===== src/rtl/mvm_pkg.sv =====
// Shared widths, saturation bounds, FSM state and result payload for the MVM
// result requantizer, plus the round/shift/relu/saturate function.
package mvm_pkg;

  localparam int unsigned B     = 8;
  localparam int unsigned IN_W  = 2 * B;
  localparam int unsigned OUT_W = 8;
  localparam int unsigned EXT_W = IN_W + 1;

  localparam logic signed [EXT_W-1:0] SAT_MAX = EXT_W'((1 << (OUT_W - 1)) - 1);
  localparam logic signed [EXT_W-1:0] SAT_MIN = ~SAT_MAX;

  typedef enum logic {
    IDLE    = 1'b0,
    CAPTURE = 1'b1
  } state_t;

  typedef struct packed {
    logic                    last;
    logic signed [OUT_W-1:0] q;
  } res_t;

  localparam int unsigned RES_W = $bits(res_t);

  // Round half up, arithmetic shift, optional ReLU, saturate; one extra bit
  // of headroom keeps the rounding add from wrapping.
  function automatic logic [OUT_W-1:0] requant(input logic [IN_W-1:0] s,
                                               input int unsigned     shift,
                                               input logic            relu);
    logic signed [EXT_W-1:0] r;
    logic signed [EXT_W-1:0] q;
    r = {s[IN_W-1], s};
    if (shift > 0) r = r + (EXT_W'(1) << (shift - 1));
    q = r >>> shift;
    if (relu && (q < 0)) q = '0;
    if (q > SAT_MAX) q = SAT_MAX;
    else if (q < SAT_MIN) q = SAT_MIN;
    return q[OUT_W-1:0];
  endfunction

endpackage


===== src/rtl/mvm_sync_fifo.sv =====
// Synchronous FIFO with occupancy count and a drop strobe for writes that
// find it full; a same-cycle read frees the slot for the write.
module mvm_sync_fifo #(
  parameter int unsigned WIDTH = 9,
  parameter int unsigned DEPTH = 16,
  parameter bit          FWFT  = 1'b1
) (
  input  logic                   clk,
  input  logic                   reset,
  input  logic                   wr_en,
  input  logic [WIDTH-1:0]       wr_data,
  input  logic                   rd_en,
  output logic [WIDTH-1:0]       rd_data_c,
  output logic                   full,
  output logic                   empty,
  output logic [$clog2(DEPTH):0] count,
  output logic                   drop_c
);

  localparam int unsigned PTR_W = $clog2(DEPTH);
  localparam int unsigned CNT_W = PTR_W + 1;

  logic [WIDTH-1:0] mem [DEPTH];
  logic [PTR_W-1:0] wr_ptr;
  logic [PTR_W-1:0] rd_ptr;
  logic             rd;
  logic             wr;
  logic [CNT_W-1:0] count_nxt;

  always_comb begin
    rd        = rd_en && !empty;
    wr        = wr_en && (!full || rd);
    drop_c    = wr_en && full && !rd;
    count_nxt = count + CNT_W'(wr) - CNT_W'(rd);
  end

  // Storage is cleared on reset so the head reads as zero while empty.
  always_ff @(posedge clk or negedge reset) begin
    if (!reset) begin
      wr_ptr <= '0;
      rd_ptr <= '0;
      count  <= '0;
      empty  <= 1'b1;
      full   <= 1'b0;
      for (int i = 0; i < int'(DEPTH); i++) mem[i] <= '0;
    end else begin
      if (wr) begin
        mem[wr_ptr] <= wr_data;
        wr_ptr      <= wr_ptr + PTR_W'(1);
      end
      if (rd) rd_ptr <= rd_ptr + PTR_W'(1);
      count <= count_nxt;
      empty <= (count_nxt == '0);
      full  <= (count_nxt == CNT_W'(DEPTH));
    end
  end

  generate
    if (FWFT) begin : g_fwft
      assign rd_data_c = mem[rd_ptr];
    end else begin : g_reg
      logic [WIDTH-1:0] rdata_q;
      always_ff @(posedge clk or negedge reset) begin
        if (!reset) rdata_q <= '0;
        else if (rd) rdata_q <= mem[rd_ptr];
      end
      assign rd_data_c = rdata_q;
    end
  endgenerate

endmodule


===== src/rtl/mvm_result_requant.sv =====
// Captures K serial MVM results after mvm_done, requantizes each one and
// re-streams them from a FWFT FIFO over valid/ready with a last marker.
module mvm_result_requant
  import mvm_pkg::*;
#(
  parameter int unsigned K          = 8,
  parameter int unsigned SHIFT      = 7,
  parameter bit          RELU_EN    = 1'b1,
  parameter int unsigned FIFO_DEPTH = 16
) (
  input  logic                    clk,
  input  logic                    reset,
  input  logic                    mvm_done,
  input  logic signed [IN_W-1:0]  mvm_data,
  output logic signed [OUT_W-1:0] out_data,
  output logic                    out_valid,
  input  logic                    out_ready,
  output logic                    out_last,
  output logic                    capturing,
  output logic                    overflow,
  output logic                    proto_err,
  input  logic                    clear_err
);

  localparam int unsigned IDX_W = (K > 1) ? $clog2(K) : 1;
  localparam int unsigned CNT_W = $clog2(FIFO_DEPTH) + 1;

  state_t           state;
  state_t           state_nxt;
  logic [IDX_W-1:0] idx;
  logic             sample_c;
  logic             last_c;
  logic             proto_evt_c;
  logic [IN_W-1:0]  s_reg;
  logic             s_valid;
  logic             s_last;
  res_t             wr_res;
  res_t             head;
  logic             drop_c;
  logic             fifo_full;
  logic             fifo_empty;
  logic [CNT_W-1:0] fifo_count;
  logic             unused_fifo;

  always_ff @(posedge clk or negedge reset) begin
    if (!reset) state <= IDLE;
    else        state <= state_nxt;
  end

  always_comb begin
    state_nxt = state;
    case (state)
      IDLE:    if (mvm_done) state_nxt = CAPTURE;
      CAPTURE: if (idx == IDX_W'(K - 1)) state_nxt = IDLE;
      default: state_nxt = IDLE;
    endcase
  end

  // A done pulse inside the window is flagged but never restarts the count.
  always_comb begin
    sample_c    = (state == CAPTURE);
    last_c      = sample_c && (idx == IDX_W'(K - 1));
    proto_evt_c = sample_c && mvm_done;
  end

  always_ff @(posedge clk or negedge reset) begin
    if (!reset) begin
      idx       <= '0;
      s_reg     <= '0;
      s_valid   <= 1'b0;
      s_last    <= 1'b0;
      capturing <= 1'b0;
      overflow  <= 1'b0;
      proto_err <= 1'b0;
    end else begin
      capturing <= (state_nxt == CAPTURE);
      s_valid   <= sample_c;
      if (sample_c) begin
        s_reg  <= mvm_data;
        s_last <= last_c;
        idx    <= last_c ? '0 : idx + IDX_W'(1);
      end
      overflow  <= drop_c | (overflow & ~clear_err);
      proto_err <= proto_evt_c | (proto_err & ~clear_err);
    end
  end

  always_comb begin
    wr_res.last = s_last;
    wr_res.q    = requant(s_reg, SHIFT, RELU_EN);
  end

  mvm_sync_fifo #(
    .WIDTH (RES_W),
    .DEPTH (FIFO_DEPTH),
    .FWFT  (1'b1)
  ) u_fifo (
    .clk       (clk),
    .reset     (reset),
    .wr_en     (s_valid),
    .wr_data   (wr_res),
    .rd_en     (out_ready),
    .rd_data_c (head),
    .full      (fifo_full),
    .empty     (fifo_empty),
    .count     (fifo_count),
    .drop_c    (drop_c)
  );

  assign out_valid   = ~fifo_empty;
  assign out_data    = head.q;
  assign out_last    = head.last;
  assign unused_fifo = ^{fifo_full, fifo_count};

endmodule


===== config.mk =====
export PLATFORM = sky130hd
export DESIGN_NAME = mvm_result_requant
export DESIGN_NICKNAME = d
export VERILOG_FILES = /design/src/rtl/mvm_pkg.sv /design/src/rtl/mvm_sync_fifo.sv /design/src/rtl/mvm_result_requant.sv
export SDC_FILE = /design/constraint.sdc
export NUM_CORES = 1
export LEC_CHECK = 0
export CAP_MARGIN = 20
export CORE_UTILIZATION = 45
export CTS_CLUSTER_DIAMETER = 80
export DETAILED_ROUTE_END_ITERATION = 7
export GPL_TIMING_DRIVEN = 0
export HOLD_SLACK_MARGIN = 0.08
export PLACE_DENSITY = 0.65
export SYNTH_ARGS = -nofsm -noshare
export SYNTH_HDL_FRONTEND = slang
export SYNTH_HIERARCHICAL = 1
export SYNTH_SLANG_ARGS = --single-unit
export TNS_END_PERCENT = 10

===== constraint.sdc =====
create_clock -name clk -period 5.97 [get_ports clk]
set_input_delay 1.791 -clock clk [delete_from_list [all_inputs] [get_ports clk]]
set_output_delay 1.791 -clock clk [all_outputs]
set_load 0.01 [all_outputs]

==> metrics.cfg, run 1 <==
[outcome]
status = complete, but fails checks
failed_checks = DRC

[die]
core_area_sq_mm = 0.0181
die_w_um = 138
fp.dieH_um = 138
start_util_pct = 46.1
die_area_sq_mm = 0.0191
rows = 49
io_pins = 34

[yosys]
ys_types = 47
synth_area_per_cell_sq_um = 15.3
synth_top_family_by_area = multiplexers
synthMuxAreaShare_pct = 30.8
yosysWarnings = 6
yosysSeqAreaShare_pct = 53.1
ys.flop_type = dfrtp_1
synth_xor_area_share_pct = 1.68
synthCells = 544
yosys.area_share.simple_pct = 5.99
ys_ff_latch = 177
async_flop_share_pct = 100
syn_area_sq_mm = 0.00834
synth_compound_area_share_pct = 3.45
synth-adder-area-share_pct = 2.19
synth_edf_count = 0

[timing]
period_needed_ps = 4830
rsz0062_at_grt = no
worst_pin_slew_ps = 999
fin_skew_ps = 6.21
period_share_pct = 80.9
fmax_ghz = 0.207
slew_violations = 0
maxSlewHeadroom_pct = 33.1
whs_ps = 417
setup_viol = 0
hold_viol_final = 0

[clocking]
cts_setup_buffers = 0
cts-root-buf = clkbuf_16
clock_latency_ps = 420
cts.clk_slew.worst_paths_ps = 60
cts_resized = 0
cts_buffers = 17
cts_sinks = 177
cts_hold_buf = 0
cts_tree = built
cts.path.max_buffers = 2
htreeDepth = 4

[setup_path]
critical_path_class = reg2out
arrival_ps = 3040
cpPeakStageDelay_ps = 700
cp.required_ps = 4180
path_cells = buf_2 -> buf_1 -> mux4_2 -> a22oi_1 -> nand2_1 -> clkdlybuf4s50_1
critPathMaxFanout = 10
worstSetupEndpointType = output pin
worstSetupStartpointType = flop
critPathSlowestCell = buf_1

[route]
ant_nets = 0
drc = 4
drt_first_pass_iters = 6
drt-total-wl_um = 17800
dr.first_iter.drc_count = 180
drt-wirelength-per-cell_um = 21.3
vias_per_cell = 5.60
vias = 4696

[placed_design]
detailed_place_hpwl_um = 12000
portBuffers = 27
placed_cell_area_sq_mm = 0.00895
gp_congestion = 0.765

[layout]
design_area_sq_mm = 0.00957
nets = 632
drive_gt1_share_pct = 41.5
antenna_cells = 0
largest_register_ffs = 144
syn2layout_area_growth_pct = 14.8

[pwr]
cellLeakagePower_uw = 0.00413
peakVddDrop_mv = 0.258
p_per_area_mw_per_mm2 = 610

[global_route]
grt_pass1_vias = 5124
groute.usage.overall_pct = 20.2
antenna_found_initial = 0
grt_pass1_wl_um = 28800
grt_overflow = 0
grt_start_max_net_pins = 129

[hold_path]
hp-class = reg2reg

[job]
maxCapViolCount = 0

[placed cells by master, fill, tap and decap left out, types with 10 or more instances in the layout]
cell and instances:
mux4_2 36, xnor2_1 10, nand2_1 19, a22oi_1 18
clkbuf_1 14, nand3_4 12, dfrtp_1 176, mux2_2 148
clkbuf_16 17, ha_1 13, clkdlybuf4s50_1 26, inv_1 16
[kinds of logic after synthesis]
group / after synthesis
DFF: 177
muxes: 192
and+or+nand+nor: 59
adders and majority gates: 14
other: 1
buffers and inverters: 45
AOI/OAI and AO/OA: 40
xor gates and xnor gates: 16
[synth_stat cells (6+ instances only)]
| cell type | number | area (sq um) |
|---|---|---|
| mux2_2 | 148 | 1670 |
| dfrtp_1 | 176 | 4400 |
| xor2_1 | 6 | 52.6 |
| inv_1 | 16 | 60.1 |
| a22oi_1 | 18 | 135 |
| mux4_2 | 36 | 811 |
| nand2_1 | 19 | 71.3 |
| ha_1 | 13 | 163 |
| mux2_1 | 6 | 67.6 |
| clkbuf_1 | 11 | 41.3 |
| buf_2 | 7 | 35.0 |
| xnor2_1 | 10 | 87.6 |
| o21ai_1 | 7 | 35.0 |
| nand3_4 | 12 | 210 |
[worst paths after layout]
check	slack, ps	start	cells past startpoint	to
setup / recovery	1140	u_fifo/rd_ptr[1]$_DFFE_PN0P_	6	out_data[6]
hold / removal	420	capturing$_DFF_PN0_	0	s_valid$_DFF_PN0_
setup reg to reg	3090	u_fifo/empty$_DFF_PN1_	12	u_fifo/full$_DFF_PN0_
hold reg to reg	420	capturing$_DFF_PN0_	0	s_valid$_DFF_PN0_
max in group asynchronous	3730	reset	2	s_reg[9]$_DFFE_PN0P_
min in group asynchronous	1270	reset	1	u_fifo/mem[25]$_DFFE_PN0P_
[stage by stage]
stage          setup TNS [ps]  std cells  utilization, %  setup WS [ps]  power (uW)
5_1_grt                     0        839            52.9           1020        6210
3_3_place_gp          -655440        806            49.3          -3730        4570
3_5_place_dp                0        807            49.5           1210        4710
6_report                    0        839            52.9           1140        5840
2_1_floorplan               0        550               -           1980        3890
4_1_cts                     0        839            52.9           1090        5900
[report_power, final]
part           switching (uW)  internal, uW
clock network             446           722
registers                 305          1770
logic                    1260          1330
[critical path: cells and delay by family (launching register included)]
family          cells  cell delay (ps)
flops               1              380
compound gates      1              190
mux                 1              420
buf+inv             3             1490
simple gates        1              130
[area by class of cell]
| cell class | count | area [sq um] |
|---|---|---|
| fillers | 1479 | 8510 |
| flip-flops and latches | 177 | 4430 |
| multi-input cells | 328 | 3710 |
| clock buffers | 22 | 464 |
| repair buffers | 28 | 303 |
| well taps | 229 | 287 |
| plain buffers | 29 | 163 |
| clock inverters | 10 | 159 |
| inverters | 16 | 60.1 |
[per-layer routing]
| layer | GRT usage [%] | share of wire, % | vias to the layer above |
|---|---|---|---|
| li1 | - | - | 2113 |
| met1 | 26.2 | 43 | 2487 |
| met2 | 33.6 | 51 | 82 |
| met3 | 4.78 | 4.5 | 14 |
| met4 | 6.68 | 1.3 | 0 |
| met5 | 0 | 0 | - |
Power figures use the tool's default switching activity.
==> run 2: changes to the inputs <==
--- a/config.mk
+++ b/config.mk
@@ -11,7 +11,7 @@
 export DETAILED_ROUTE_END_ITERATION = 7
 export GPL_TIMING_DRIVEN = 0
 export HOLD_SLACK_MARGIN = 0.08
-export PLACE_DENSITY = 0.65
+export PLACE_DENSITY = 0.67
 export SYNTH_ARGS = -nofsm -noshare
 export SYNTH_HDL_FRONTEND = slang
 export SYNTH_HIERARCHICAL = 1
==> constraint.sdc (replaced) <==
create_clock -name clk -period 4 [get_ports clk]
set_input_delay 1.2 -clock clk [delete_from_list [all_inputs] [get_ports clk]]
set_output_delay 1.2 -clock clk [all_outputs]
set_load 0.01 [all_outputs]
==> run 2 against run 1 <==
Effect of this change: the flow still finishes with violations (DRC); worst hold slack worse by 4.0 ps; final area stayed put; first-iteration DRC count up 47%; flip-flop and latch count unchanged; global-route usage is 0.22 points higher; via count up 0.23%; count of clock-buffer cells in the layout down 2; core utilization unchanged; power grew 49%; clock skew grew 2.0 ps; critical path depth unchanged; worst setup slack worse by 1000 ps; largest power group unchanged.
==> metrics.cfg, run 2 (synthesized netlist as in run 1, its figures left out) <==
[die]
core_area_sq_mm = 0.0181
io_pins = 34
fp.dieH_um = 138
die_area_sq_mm = 0.0191
rows = 49
die_w_um = 138
start_util_pct = 46.1

[clocking]
cts_hold_buf = 0
cts_sinks = 177
cts_tree = built
cts.clk_slew.worst_paths_ps = 70
cts_buffers = 17
htreeDepth = 4
cts-root-buf = clkbuf_16
clock_latency_ps = 420
cts.path.max_buffers = 2

[timing]
fin_skew_ps = 8.17
fmax_ghz = 0.258
period_needed_ps = 3880
setup_viol = 0
period_share_pct = 97.1
hold_viol_final = 0
worst_pin_slew_ps = 953
rsz0062_at_grt = no
maxSlewHeadroom_pct = 36.2
slew_violations = 0

[outcome]
status = complete, but fails checks
failed_checks = DRC

[route]
dr.first_iter.drc_count = 265
drt-total-wl_um = 17900
drt_first_pass_iters = 6
drt-wirelength-per-cell_um = 21.3
vias = 4707
vias_per_cell = 5.60
ant_nets = 0
drc = 4

[pwr]
p_sw_uw = 3070
peakVddDrop_mv = 0.425
seqPwrFrac_pct = 35.7
p_per_area_mw_per_mm2 = 910
switching_share_pct = 35.2
p_int_uw = 5640
cellLeakagePower_uw = 0.00412
power_frac_clock_pct = 19.5
combPwrFrac_pct = 44.8
fin_total_pwr_uw = 8710

[global_route]
antenna_found_initial = 1
grt_start_max_net_pins = 115
grt_pass1_vias = 5249
groute.usage.overall_pct = 20.4
grt_overflow = 0
grt_pass1_wl_um = 29100

[layout]
final_cell_mix = 176 x dfrtp_1, 148 x mux2_2, 36 x mux4_2, 26 x clkdlybuf4s50_1, 19 x nand2_1
fin_cells = 840
multiInputGateArea_sq_mm = 0.00371
layout_commonest_cell = dfrtp_1
syn2layout_area_growth_pct = 14.8
drive_gt1_share_pct = 42.1
largest_register_ffs = 144
fillers = 1464
seq_area_sq_mm = 0.00443
nets = 632

[placed_design]
post-place-cells = 807
portBuffers = 27
gp_congestion = 0.757
detailed_place_hpwl_um = 12000

[setup_path]
worstSetupEndpointType = output pin
cp.required_ps = 2800
worstSetupStartpointType = flop
rrSetupSlack_ps = 1160
arrival_ps = 2680
critical_path_class = reg2out
critPathMaxFanout = 10

[job]
maxCapViolCount = 0

[hold_path]
hp-class = reg2reg

[run 2: power by group through the flow]
stage               registers (uW)  clock network [uW]  logic, uW
floorplan                     2970                   0       2840
global placement              3050                   0       3770
detailed placement            3130                   0       3910
CTS                           3100                1730       3940
global route                  3210                1800       4210
finish                        3110                1700       3900
[run 2: what timing repair did]
action                     in CTS  in global routing
setup endpoints to repair       9                  4
gates resized for setup         3                  3
buffers inserted                0                  0
[run 2: metal layers]
layer	global-route usage [%]	wire length, um	up-vias
met3	4.71	570	14
li1	-	-	2107
met2	35.6	9330	72
met5	0	0	-
met1	25.7	7850	2514
met4	5.26	167	0
[run 2: final timing paths]
kind	to	cells after the start	startpoint
setup reg to reg	u_fifo/full$_DFF_PN0_	12	u_fifo/empty$_DFF_PN1_
setup / recovery	out_data[6]	6	u_fifo/rd_ptr[1]$_DFFE_PN0P_
min in group asynchronous	u_fifo/mem[52]$_DFFE_PN0P_	1	reset
max in group asynchronous	u_fifo/wr_ptr[3]$_DFFE_PN0P_	2	reset
hold / removal	s_valid$_DFF_PN0_	0	capturing$_DFF_PN0_
hold reg to reg	s_valid$_DFF_PN0_	0	capturing$_DFF_PN0_
[run 2: final cells by class]
| type | count | area share, % |
|---|---|---|
| sequential | 177 | 46.3 |
| multi-input combinational | 328 | 38.7 |
| clock buffer | 20 | 4.67 |
| timing repair buffer | 28 | 3.16 |
| tap | 229 | 2.99 |
| buffer | 29 | 1.84 |
| clock inverter | 12 | 1.67 |
| inverter | 16 | 0.627 |
| antenna | 1 | 0.0261 |
[run 2: critical path, cell delays in order, from the launching register on]
cell             delay (ps)
dfrtp_1                 380
buf_2                   280
buf_2                   370
mux4_2                  360
a22oi_1                 250
nand2_1                 120
clkdlybuf4s50_1         500
[run 2: through the flow]
stage / utilization (%) / hold slack [ps] / instance area [sq um] / worst slack (ps) / TNS (ps)
after global routing: 52.9 / 430 / 9570 / 15.1 / 0
final: 52.9 / 413 / 9570 / 117 / 0
after global placement: 49.3 / 394 / 8920 / -5090 / -896640
after floorplan: - / 430 / 8360 / 599 / 0
after CTS: 52.9 / 413 / 9560 / 6.28 / 0
after detailed placement: 49.5 / 394 / 8950 / -140 / -204
